### config.mk
export PLATFORM = sky130hd
export DESIGN_NAME = hilo_ctrl
export DESIGN_NICKNAME = d
export VERILOG_FILES = /design/src/rtl/hilo_ctrl.sv
export SDC_FILE = /design/constraint.sdc
export NUM_CORES = 1
export LEC_CHECK = 0
export BUFFER_PORTS_ARGS = -buffer_cell sky130_fd_sc_hd__clkbuf_2
export CELL_PAD_IN_SITES_DETAIL_PLACEMENT = 0
export CELL_PAD_IN_SITES_GLOBAL_PLACEMENT = 1
export CORE_MARGIN = 2
export CORE_UTILIZATION = 32
export CTS_CLUSTER_DIAMETER = 100
export DETAILED_ROUTE_END_ITERATION = 8
export GPL_ROUTABILITY_DRIVEN = 0
export PLACE_DENSITY = 0.89
export SETUP_SLACK_MARGIN = 0.15
export SKIP_LAST_GASP = 1
export SLEW_MARGIN = 20
export SYNTH_ARGS = -nofsm -noshare
export SYNTH_HDL_FRONTEND = slang
export SYNTH_SLANG_ARGS = --single-unit
### constraint.sdc
create_clock -name clk -period 3.55 [get_ports clk]
set_input_delay 0.5325 -clock clk [delete_from_list [all_inputs] [get_ports clk]]
set_output_delay 0.5325 -clock clk [all_outputs]
set_load 0.005 [all_outputs]
### src/rtl/hilo_ctrl.sv
// ---------------------------------------------------------------------------
// hilo_ctrl
//   HI/LO register controller for a multi-cycle divider.
//   The controller holds the architectural HI/LO registers and serves
//   mthi/mtlo writes and mfhi/mflo reads. It also runs the request/response
//   handshake with an external divider and stalls the pipeline while a
//   division is in flight.
//
//   Optional build macro: HILO_TIMEOUT_EN
//     When defined, a WAIT-cycle counter aborts a division that has not
//     completed after TIMEOUT_CYCLES cycles and pulses `timeout`.
//     When undefined, WAIT lasts until div_done arrives and `timeout` is 0.
//
//   Ports
//     clk           rising-edge clock
//     reset         synchronous, active-high reset
//     op_div        single-cycle division request (honoured only in IDLE)
//     op_mthi/mtlo  write wdata to HI / LO (honoured only when not busy)
//     wdata         mthi/mtlo write data
//     rd_hi_req     mfhi read request (has priority over rd_lo_req)
//     rd_lo_req     mflo read request
//     div_ctrl      divider enable (high in ISSUE and WAIT)
//     div_done      divider result-valid pulse
//     div_hi/div_lo divider remainder / quotient
//     div_zero      divider divide-by-zero flag
//     hi/lo         architectural HI/LO registers
//     rdata         read data (no write bypass)
//     busy          division in progress (state != IDLE)
//     stall         busy while HI/LO or the divider is being requested
//     div_zero_exc  one-cycle pulse in DONE after a divide-by-zero
//     timeout       one-cycle pulse in DONE after a timeout abort
// ---------------------------------------------------------------------------
// state | meaning
// IDLE  | no division; mthi/mtlo writes allowed
// ISSUE | first divider-enable cycle; div_done ignored
// WAIT  | waiting for div_done (or timeout)
// DONE  | result visible on hi/lo; flags pulse here
// ---------------------------------------------------------------------------
module hilo_ctrl #(
    parameter int TIMEOUT_CYCLES = 40
) (
    input  logic        clk,
    input  logic        reset,
    input  logic        op_div,
    input  logic        op_mthi,
    input  logic        op_mtlo,
    input  logic [31:0] wdata,
    input  logic        rd_hi_req,
    input  logic        rd_lo_req,
    output logic        div_ctrl,
    input  logic        div_done,
    input  logic [31:0] div_hi,
    input  logic [31:0] div_lo,
    input  logic        div_zero,
    output logic [31:0] hi,
    output logic [31:0] lo,
    output logic [31:0] rdata,
    output logic        busy,
    output logic        stall,
    output logic        div_zero_exc,
    output logic        timeout
);

    typedef enum logic [1:0] {
        IDLE  = 2'd0,
        ISSUE = 2'd1,
        WAIT  = 2'd2,
        DONE  = 2'd3
    } state_t;

    state_t state;
    state_t state_next;
    logic   tmo_hit;

`ifdef HILO_TIMEOUT_EN
    // Counts WAIT cycles without div_done; the last allowed WAIT cycle is
    // TIMEOUT_CYCLES-1, so the abort happens after exactly TIMEOUT_CYCLES
    // WAIT cycles.
    localparam logic [5:0] TMO_LAST = 6'(TIMEOUT_CYCLES - 1);

    logic [5:0] wait_cnt;

    always_ff @(posedge clk) begin
        if (reset) begin
            wait_cnt <= '0;
        end else if (state == ISSUE) begin
            wait_cnt <= '0;
        end else if (state == WAIT && !div_done) begin
            wait_cnt <= wait_cnt + 6'd1;
        end
    end

    assign tmo_hit = (state == WAIT) && !div_done && (wait_cnt == TMO_LAST);

    always_ff @(posedge clk) begin
        if (reset) begin
            timeout <= 1'b0;
        end else begin
            timeout <= tmo_hit;
        end
    end
`else
    // Keeps the parameter referenced in builds without the timeout.
    logic [5:0] unused_tmo;
    assign unused_tmo = 6'(TIMEOUT_CYCLES);
    assign tmo_hit    = 1'b0;
    assign timeout    = 1'b0;
`endif

    always_ff @(posedge clk) begin
        if (reset) begin
            state <= IDLE;
        end else begin
            state <= state_next;
        end
    end

    always_comb begin
        state_next = state;
        div_ctrl   = 1'b0;
        busy       = 1'b1;
        case (state)
            IDLE: begin
                busy = 1'b0;
                if (op_div) begin
                    state_next = ISSUE;
                end
            end
            ISSUE: begin
                div_ctrl   = 1'b1;
                state_next = WAIT;
            end
            WAIT: begin
                div_ctrl = 1'b1;
                if (div_done || tmo_hit) begin
                    state_next = DONE;
                end
            end
            DONE: begin
                state_next = IDLE;
            end
            default: begin
                state_next = IDLE;
            end
        endcase
    end

    // Division result wins over a write only in WAIT; writes are accepted in
    // IDLE, including the cycle that starts a division.
    always_ff @(posedge clk) begin
        if (reset) begin
            hi <= '0;
            lo <= '0;
        end else if (state == WAIT && div_done && !div_zero) begin
            hi <= div_hi;
            lo <= div_lo;
        end else if (state == IDLE) begin
            if (op_mthi) begin
                hi <= wdata;
            end
            if (op_mtlo) begin
                lo <= wdata;
            end
        end
    end

    always_ff @(posedge clk) begin
        if (reset) begin
            div_zero_exc <= 1'b0;
        end else begin
            div_zero_exc <= (state == WAIT) && div_done && div_zero;
        end
    end

    assign stall = busy && (rd_hi_req || rd_lo_req || op_mthi || op_mtlo || op_div);
    assign rdata = rd_hi_req ? hi : (rd_lo_req ? lo : 32'd0);

endmodule

Word level (Yosys, flattened, before mapping)
Cells that the tools add are included.

Equality and inequality tests: 5. Muxes and demuxes: 13. Reductions and logical operators: 17.

Operators by type and width (count): 2-to-1 mux 32 bit (8); case mux 2 bit (4 select lines) (1); AND reduction 2 bit (3); nonzero test 2 bit (3); == test 2 bit (second input constant) (2); logical AND 1 bit (4); logical OR 1 bit (4); 2-to-1 mux 2 bit (2); != test 2 bit (second input constant) (2); == test 2 x 1 -> 1 bit (second input constant) (1); zero test 2 bit (1); 2-to-1 mux 1 bit (2); OR reduction 2 bit (1); zero test 1 bit (1).

Register bits: 67. Input bits: 105. Word-level logic and storage cells: 39.

Longest topological paths before layout
Gate-level depths: netlist (run 1).

Depth after elaboration: 5. Mapped depth: 7. Gate-level depth less buffers: 5.

Least setup slack after synthesis (run 1)
No wires, ideal clock.

Kind: input port to output port. Start: input rd_lo_req. End: output rdata[10]. Data arrival time: 1.231 ns. Required time: 3.017 ns. Setup slack: 1.786 ns. Cell stages on the path: 4. Cell sequence: clkbuf_1 -> clkbuf_1 -> nand2_1 -> o21ai_0.

Longest elaborated chain between the ends: 2.

RTL lines: start, declared (line 49) `input logic rd_lo_req,`; 2-to-1 mux 32 bit (2 in series) (line 176) `assign rdata = rd_hi_req ? hi : (rd_lo_req ? lo : 32'd0);`; end, declared (line 57) `output logic [31:0] rdata,`.

No other way between the ends.

Final worst setup path (run 1)
Start: input rd_hi_req. End: output rdata[31].

Longest elaborated chain between the ends: 1.

RTL lines: start, declared (line 48) `input logic rd_hi_req,`; 2-to-1 mux 32 bit (line 176).

No other way between the ends.

==> results by stage, run 1 <==
Run status:
- The flow ran to the end, and the final reports show no timing, DRC or antenna violations.

STA:
- The pin slew with the least headroom to its limit is slightly below 1 ns.
- The ratio of final minimum period to clock period is roughly 64%.
- Setup repair after global routing left no endpoint under its margin.
- The hold violation count in the final report is 0.
- The maximum frequency from static timing analysis is 0.4382 GHz.
- In the final timing run, aggregate negative setup slack is 0 ns.
- Setup violations remaining at the end of the flow were counted as 0.
- Headroom to the max-slew limit came out at roughly a third.
- The number of slew-limit violations in the final report is 0.
- Across all setup checks in the final design, the least slack found is between 1 and 1.5 ns.
- The clock tree skew after final layout is 0.01256 ns.
- Counting I/O delays and the setup requirement, the final critical path takes ~2.3 ns.

Worst hold path:
- The worst min-delay path startpoint is wdata[14].
- For hold timing, the worst endpoint is hi[14].
- The path type of the worst min-delay path is input port to flip-flop.
- The number of cells traversed by the worst hold path is 3.

Yosys:
- Counting flops and latches in the post-synthesis netlist gives 67.
- The cell taking the most area after synthesis is sky130_fd_sc_hd__dfxtp_1.
- The share of Yosys cell area claimed by the top area cell type is ~37%.
- After synthesis the cells add up to 3580 um2.
- The most instantiated flip-flop cell in the synthesis netlist is sky130_fd_sc_hd__dfxtp_1.
- Synthesis produced a netlist with a net count of about 600.
- The total number of yosys warnings is 0.
- Summing the sequential cell areas from Yosys gives 37.47% of the chip area.
- The synthesized area per cell is approximately 7.3 um2.
- The number of distinct standard cells referenced by the synthesized netlist is 24.
- For this run, asynchronously set or reset flops after synthesis account for 0%.
- In this run, synthesis inferred 0 flip-flops with an integrated enable.
- Synthesis produced a netlist whose cell count is between 400 and 500.
- In the post-synthesis netlist, the biggest area contributors are sky130_fd_sc_hd__dfxtp_1 37%, sky130_fd_sc_hd__nand2_1 20%, sky130_fd_sc_hd__a311oi_1 10%.

Placement:
- The detailed-placement wirelength estimate is a little over 8000 um.
- Buffers placed on the I/O ports in this run total approximately 200.
- The placement-stage worst setup slack is about 1.2 ns.
- The placed standard-cell area is 4573 um2.

GRT:
- Entering global routing, the biggest net connects around 130 pins.
- The first global-routing pass estimated ~18,000 um of wire.
- The global route total overflow is 0.
- The initial antenna violation count is 0.
- The combined global-route utilization of all metal layers is roughly 19%.
- The number of global-route vias before repair is between 3,000 and 4,000.

Floorplan:
- The die outline area is roughly 12,000 um2.
- The die height is 109.8 um.
- The core area is 10,890 um2.
- Measured along the x axis, the die boundary spans 109.8 um.
- For this configuration, the core starts out at a cell density of about a third.
- about 210 I/O pins were placed.
- The number of placement rows is 38.

Worst setup path:
- The cell that appears most often on the critical path is sky130_fd_sc_hd__clkbuf_2.
- The total buffers and inverters traversed by the critical path is 3.
- The destination of the worst register-to-register timing path is lo[8].
- The kind of cell with the highest combined delay along the critical path is buffers and inverters.
- The worst register-to-register path has a setup slack of between 1 and 1.5 ns.
- The slowest stage of the critical path is the sky130_fd_sc_hd__clkbuf_2 cell.
- The number of cells on the worst reg-to-reg path is 6.
- The source of the worst register-to-register timing path is state[0].
- Of all nets on the critical path, the largest fanout is 36.
- STA classifies the critical path startpoint as an input port.
- At the worst endpoint, the required time is 3.02 ns.
- The critical path crosses 5 cells after its start point.
- The critical path class is input port to output port.
- The data arrival time of the critical path is 1.75 ns.
- The critical path goes through clkbuf_2, buf_4, nand2_1, o21ai_0, clkbuf_2.
- STA classifies the critical path endpoint as an output port.
- For this run, the slowest stage of the critical path takes between 0.4 and 0.5 ns.

CTS:
- The maximum number of buffers from clock root to sink is 2.
- The clock tree synthesis step divided the H-tree into 3 levels.
- The buffer count from post-CTS setup fixing is 0.
- The clock sink count is between 60 and 70.
- For the worst-skew pair, the clock arrives at the later sink with an insertion delay of approximately 0.34 ns.
- The CTS buffer count is 9.
- The TritonCTS clock tree is built.
- The root buffer cell chosen for the clock tree is sky130_fd_sc_hd__clkbuf_8.
- After clock tree synthesis, the clock-pin slew on the worst setup and hold paths is around 0.080 ns.
- The cts-stage hold buffer count is 0.
- Once the clock tree was built, the resizer swapped 0 gates to a different size.

Detailed routing:
- Dividing the detail-routed wire length by the instance count gives approximately 15 um.
- The iteration-0 DRC count of the detailed router is approximately 190.
- The first TritonRoute pass finished after 5 iterations.
- The ratio of routed vias to standard cells is around 5.
- For this run, design rule violations remaining after detail routing come to 0.
- The count of antenna-violating nets left after detailed routing is 0.
- The total detailed-routing wirelength is roughly 12,000 um.
- The via count of the routed design is between 4,000 and 5,000.

Final layout:
- The layout cell share with drive strength beyond 1 is between 30% and 40%.
- In the final design database the tool counted 773 nets.
- The final instance area is about 4800 um2.
- The number of antenna diodes is 0.
- The area growth from synthesis to layout is 33.21%.
- The filler cells instantiated in the layout total about 1,200.

Power and ir drop:
- After layout, the design draws a total of around 3.0 mW.
- The peak ir drop on the vdd network is roughly 0.24 mV.
- The cell area power density is between 600 and 700 nW/um2.
- In this run the static leakage power is roughly 2.1 nW.

Run:
- Across the run, the number of max-cap violations was 0.
[Yosys cell counts, types with 2 or more instances]
cell type,instances
sky130_fd_sc_hd__a311oi_2,22
sky130_fd_sc_hd__ha_1,3
sky130_fd_sc_hd__buf_6,8
sky130_fd_sc_hd__dfxtp_1,67
sky130_fd_sc_hd__a311oi_1,42
sky130_fd_sc_hd__inv_1,3
sky130_fd_sc_hd__and2_1,2
sky130_fd_sc_hd__a21oi_1,3
sky130_fd_sc_hd__o21ai_0,32
sky130_fd_sc_hd__buf_2,19
sky130_fd_sc_hd__clkbuf_1,17
sky130_fd_sc_hd__buf_4,2
sky130_fd_sc_hd__nand2_1,194
sky130_fd_sc_hd__nor2_1,66
[routing by layer]
| layer | vias up | track usage [%] | routed length (um) |
|---|---|---|---|
| met2 | 143 | 33.99 | 5812 |
| li1 | 2021 | - | - |
| met4 | 0 | 6.239 | 110 |
| met1 | 1876 | 23.28 | 5239 |
| met3 | 9 | 4.090 | 783 |
| met5 | - | 0 | 0 |
[layout make-up]
cell class | count | area (um2) | share of cell area, %
flip-flops and latches | 67 | 1341 | 28.13
clock inverters | 4 | 50.05 | 1.050
inverters | 3 | 11.26 | 0.2362
clock buffers | 12 | 145.1 | 3.044
multi-input cells | 373 | 1959 | 41.09
repair buffers | 211 | 1086 | 22.78
well taps | 140 | 175.2 | 3.674
[metrics by stage]
stage / util, % / std cells / hold WS, ns
floorplan: - / 490 / 0.4842
global placement: 42.00 / 794 / 0.4854
detailed placement: 42.00 / 794 / 0.4923
CTS: 43.79 / 810 / 0.4248
global route: 43.79 / 810 / 0.4436
finish: 43.79 / 810 / 0.4481
[registers in the layout, summed over array words and instances (netlist names)]
name and cells:
lo 32, div_zero_exc 1, hi 32, state 2
[power by group]
group	total (mW)	leakage [nW]	internal (mW)	switching [mW]
logic	1.19	1.50	0.506	0.687
clock network	0.643	0.0926	0.343	0.299
registers	1.12	0.550	0.957	0.161
total	2.95	2.14	1.81	1.15
[worst max-delay path by stage]
stage / start / end / slack (ns)
6_report: rd_hi_req / rdata[31] / 1.27
5_1_grt: rd_hi_req / rdata[27] / 1.09
3_5_place_dp: rd_hi_req / rdata[31] / 1.25
3_3_place_gp: rd_hi_req / rdata[28] / 1.28
2_1_floorplan: rd_lo_req / rdata[10] / 1.79
4_1_cts: rd_hi_req / rdata[31] / 1.24
[worst min-delay path, cell delays in order]
cell and delay [ns]:
sky130_fd_sc_hd__clkbuf_2 0.09, sky130_fd_sc_hd__nand2_1 0.05, sky130_fd_sc_hd__a311oi_1 0.07
[cells by family (layout without fill, tap and decap cells)]
logic type | after synthesis | count (layout) | share of synthesized area (%)
AOI/OAI and AO/OA | 101 | 101 | 24.82
other | 1 | 1 | 0.1048
buffers and inverters | 50 | 230 | 7.794
and+or+nand+nor | 268 | 268 | 28.77
DFF | 67 | 67 | 37.47
adders and majority gates | 3 | 3 | 1.049
[layout by cell type (no fill, tap or decap), types with 3 or more instances in the layout]
cell type                    n
sky130_fd_sc_hd__a21oi_1     3
sky130_fd_sc_hd__a311oi_1   42
sky130_fd_sc_hd__a311oi_2   22
sky130_fd_sc_hd__buf_4       6
sky130_fd_sc_hd__clkbuf_2  204
sky130_fd_sc_hd__clkbuf_8   10
sky130_fd_sc_hd__dfxtp_1    67
sky130_fd_sc_hd__ha_1        3
sky130_fd_sc_hd__inv_1       3
sky130_fd_sc_hd__nand2_1   194
sky130_fd_sc_hd__nor2_1     66
sky130_fd_sc_hd__o21ai_0    32
Power figures use the tool's default switching activity.
==> run 2, diff against run 1 <==
CORE_UTILIZATION = 30   (was 32)
PLACE_DENSITY = 0.84   (was 0.89)
clock period = 2.3 ns   (was 3.55 ns; I/O delays follow)
==> run 2 against run 1 <==
Effect of this change: the flow now finishes with violations (DRC); final cell count rose by 0.99%; non-clock buffer count rose by 6; core utilization fell by 0.66 points; via count fell by 0.74%; combinational power rose by 59%; cell area rose by 4.2%; sequential power rose by 54%; critical path depth rose by 1.
==> results by stage, run 2 (synthesis gave the netlist of run 1 again) <==
STA:
- The worst slew slack as a fraction of its limit is 44.19% (+9.1 points).
- The final setup TNS came to 0 ns (unchanged).
- Counting I/O delays and the setup requirement, the final critical path takes between 1.5 and 2 ns.
- The number of endpoints failing setup at the final stage was 0 (unchanged).
- For this run, the top clock speed supported by timing is 0.5297 GHz.
- The minimum setup slack in the final design is 0.4120 ns (-0.8558 ns).
- The clock tree skew after final layout is 0.004851 ns (-0.007713 ns).
- The ratio of final minimum period to clock period is approximately 80%.
- The number of slew-limit violations in the final report is 0 (unchanged).
- The pin slew with the least headroom to its limit is 0.8371 ns (-0.1368 ns).
- The hold violation count in the final report is 0 (unchanged).
- Setup repair after global routing left no endpoint under its margin.

Power and ir drop:
- The cell area power density came to 1008 nW/um2 (+63%).
- The peak ir drop on the vdd network is 0.4441 mV (+86%).
- The standby leakage power is 2.246 nW (+4.7%).
- The post-route total power is 5.005 mW (+69%).

Final layout:
- The final instance area is 4967 um2 (+4.2%).
- The largest registers in the layout are hi (32), lo (32), state (2).
- The most common library cell in the layout ignoring fill and taps is sky130_fd_sc_hd__clkbuf_2.
- Leaving out fill and tap cells, the most frequent cells in the layout are 204 x sky130_fd_sc_hd__clkbuf_2, 194 x sky130_fd_sc_hd__nand2_1, 67 x sky130_fd_sc_hd__dfxtp_1.
- The net total in the final layout came to 779 (+0.78%).
- The layout cell share with drive strength beyond 1 was 37.33% (+0.47 points).
- The growth of design area from synthesis to finish is 38.76%.
- The number of antenna diodes is 0 (unchanged).

CTS:
- The TritonCTS clock tree is built.
- The total number of H-tree levels is 3 (unchanged).
- The clock sink count is 67 (unchanged).
- The cts-stage hold buffer count came to 0 (unchanged).
- The tree is rooted in a sky130_fd_sc_hd__clkbuf_16.
- The clock transition at the register clock pins on the worst setup and hold paths after CTS is 0.06 ns (-0.02 ns).
- The CTS buffer count is 9 (unchanged).
- The number of gates resized after cts is 0 (unchanged).
- The maximum number of buffers from clock root to sink is 2 (unchanged).
- The worst-skew pair later-pin latency was 0.32 ns (-0.02 ns).
- The buffer count from post-CTS setup fixing is 0 (unchanged).

Detailed routing:
- The iteration-0 DRC count of the detailed router was 264 (+40%).
- The per-cell routed wire length came to 14.65 um (-0.70%).
- The count of antenna-violating nets left after detailed routing is 0 (unchanged).
- The remaining design rule violation count is 14 (+14).
- The via count of the routed design is 4,019 (-0.74%).
- The ratio of routed vias to standard cells is 4.913 (-1.7%).
- The total detailed-routing wirelength is 11,980 um (+0.28%).
- The length of the first detailed-routing pass in iterations is 7 (+2).

GRT:
- The initial antenna violation count is 0 (unchanged).
- The global route total overflow is 0 (unchanged).
- The global-route wire length before repair is 19,110 um (+4.0%).
- The combined global-route utilization of all metal layers is 18.14% (-1.2 points).
- The maximum number of pins on one net before global-route repair was 64 (-50%).
- The number of global-route vias before repair came to 3,817 (-1.1%).

Worst setup path:
- The worst register-to-register path ends at hi[15].
- The data arrival time of the critical path is 2.11 ns (+0.36 ns).
- By startpoint and endpoint, the worst setup path is classified as flip-flop to flip-flop.
- The startpoint identified for the worst register-to-register timing path is state[0].
- The endpoint required time on the critical path is 2.52 ns (-0.50 ns).
- The peak fanout along the critical path was 63 (+75%).
- The cell depth of the worst flop-to-flop path is 6 (unchanged).
- The worst setup path is captured at a flip-flop.
- The slack of the worst reg-to-reg path is 0.41 ns (-1.06 ns).
- The critical path startpoint is state[0].
- The sort of element at the start of the critical path is a flip-flop.

Floorplan:
- The core area is 11,520 um2 (+5.8%).
- The starting density of the core was 31.08% (-1.8 points).
- The count of boundary I/O pins is 206 (unchanged).
- The number of placement rows was 39 (+2.6%).
- The width of the die is 113.2 um (+3.2%).
- The die outline area was 12,820 um2 (+6.4%).
- The die height came to 113.2 um (+3.2%).

Worst hold path:
- The number of cells traversed by the worst hold path is 3 (unchanged).
- The worst hold path terminates at lo[31].
- The path type of the worst min-delay path is input port to flip-flop.
- The worst min-delay path startpoint is wdata[31].

Run status:
- The checks that failed: DRC.
- The run finished, with violations left.

Placement:
- The quantity of I/O buffers inserted on ports is 204 (unchanged).
- The placed standard-cell area is 4672 um2 (+2.2%).
- The detailed-placement wirelength estimate is 8666 um (+7.0%).
- The placement-stage worst setup slack is 0.4461 ns (-0.8015 ns).

Run:
- The number of max-cap violations was 0 (unchanged).
## run 2: cell types whose count changed in the layout (fill, tap and decap cells not counted), sizes merged
cell / before / now
clkbuf: 216 / 217
buf: 7 / 13
clkinvlp: 2 / 0
## run 2: where the power goes
part           internal [mW]  switching (mW)  total [mW]  leakage [nW]
combinational          0.832            1.06        1.89          1.55
sequential              1.48           0.252        1.73         0.550
clock                  0.892           0.488        1.38         0.146
total                   3.20            1.80        5.00          2.25
## run 2: cell type report
type	instances	area (um2)
clock buffers	13	260.3
clock inverters	2	35.03
fillers	1177	6549
inverters	3	11.26
multi-input cells	373	1959
flip-flops and latches	67	1341
well taps	143	178.9
repair buffers	217	1181
## run 2: layer usage
| layer | up-vias | GRT usage [%] | routed length [um] |
|---|---|---|---|
| li1 | 2029 | - | - |
| met1 | 1847 | 23.92 | 5425 |
| met2 | 132 | 30.38 | 5714 |
| met3 | 11 | 3.428 | 715 |
| met4 | 0 | 5.041 | 124 |
| met5 | - | 0 | 0 |
## run 2: worst max-delay path by stage
stage               endpoint  cells past startpoint
floorplan             lo[15]                      6
global placement      lo[14]                      6
detailed placement    hi[15]                      6
CTS                   hi[12]                      6
global route          hi[12]                      6
finish                hi[15]                      6
## run 2: critical path, cell delays in order, from the launching register on
cell                       delay [ns]
sky130_fd_sc_hd__dfxtp_1         0.33
sky130_fd_sc_hd__inv_1           0.07
sky130_fd_sc_hd__ha_1            0.24
sky130_fd_sc_hd__nand3b_1        0.41
sky130_fd_sc_hd__buf_12          0.33
sky130_fd_sc_hd__nor2_1          0.10
sky130_fd_sc_hd__a311oi_1        0.25
## run 2: metrics by stage
step | hold WS [ns] | utilization, % | cells
floorplan | 0.4842 | - | 490
global placement | 0.4872 | 40.57 | 803
detailed placement | 0.4898 | 40.57 | 803
CTS | 0.2708 | 43.13 | 818
global route | 0.2882 | 43.13 | 818
finish | 0.2851 | 43.13 | 818
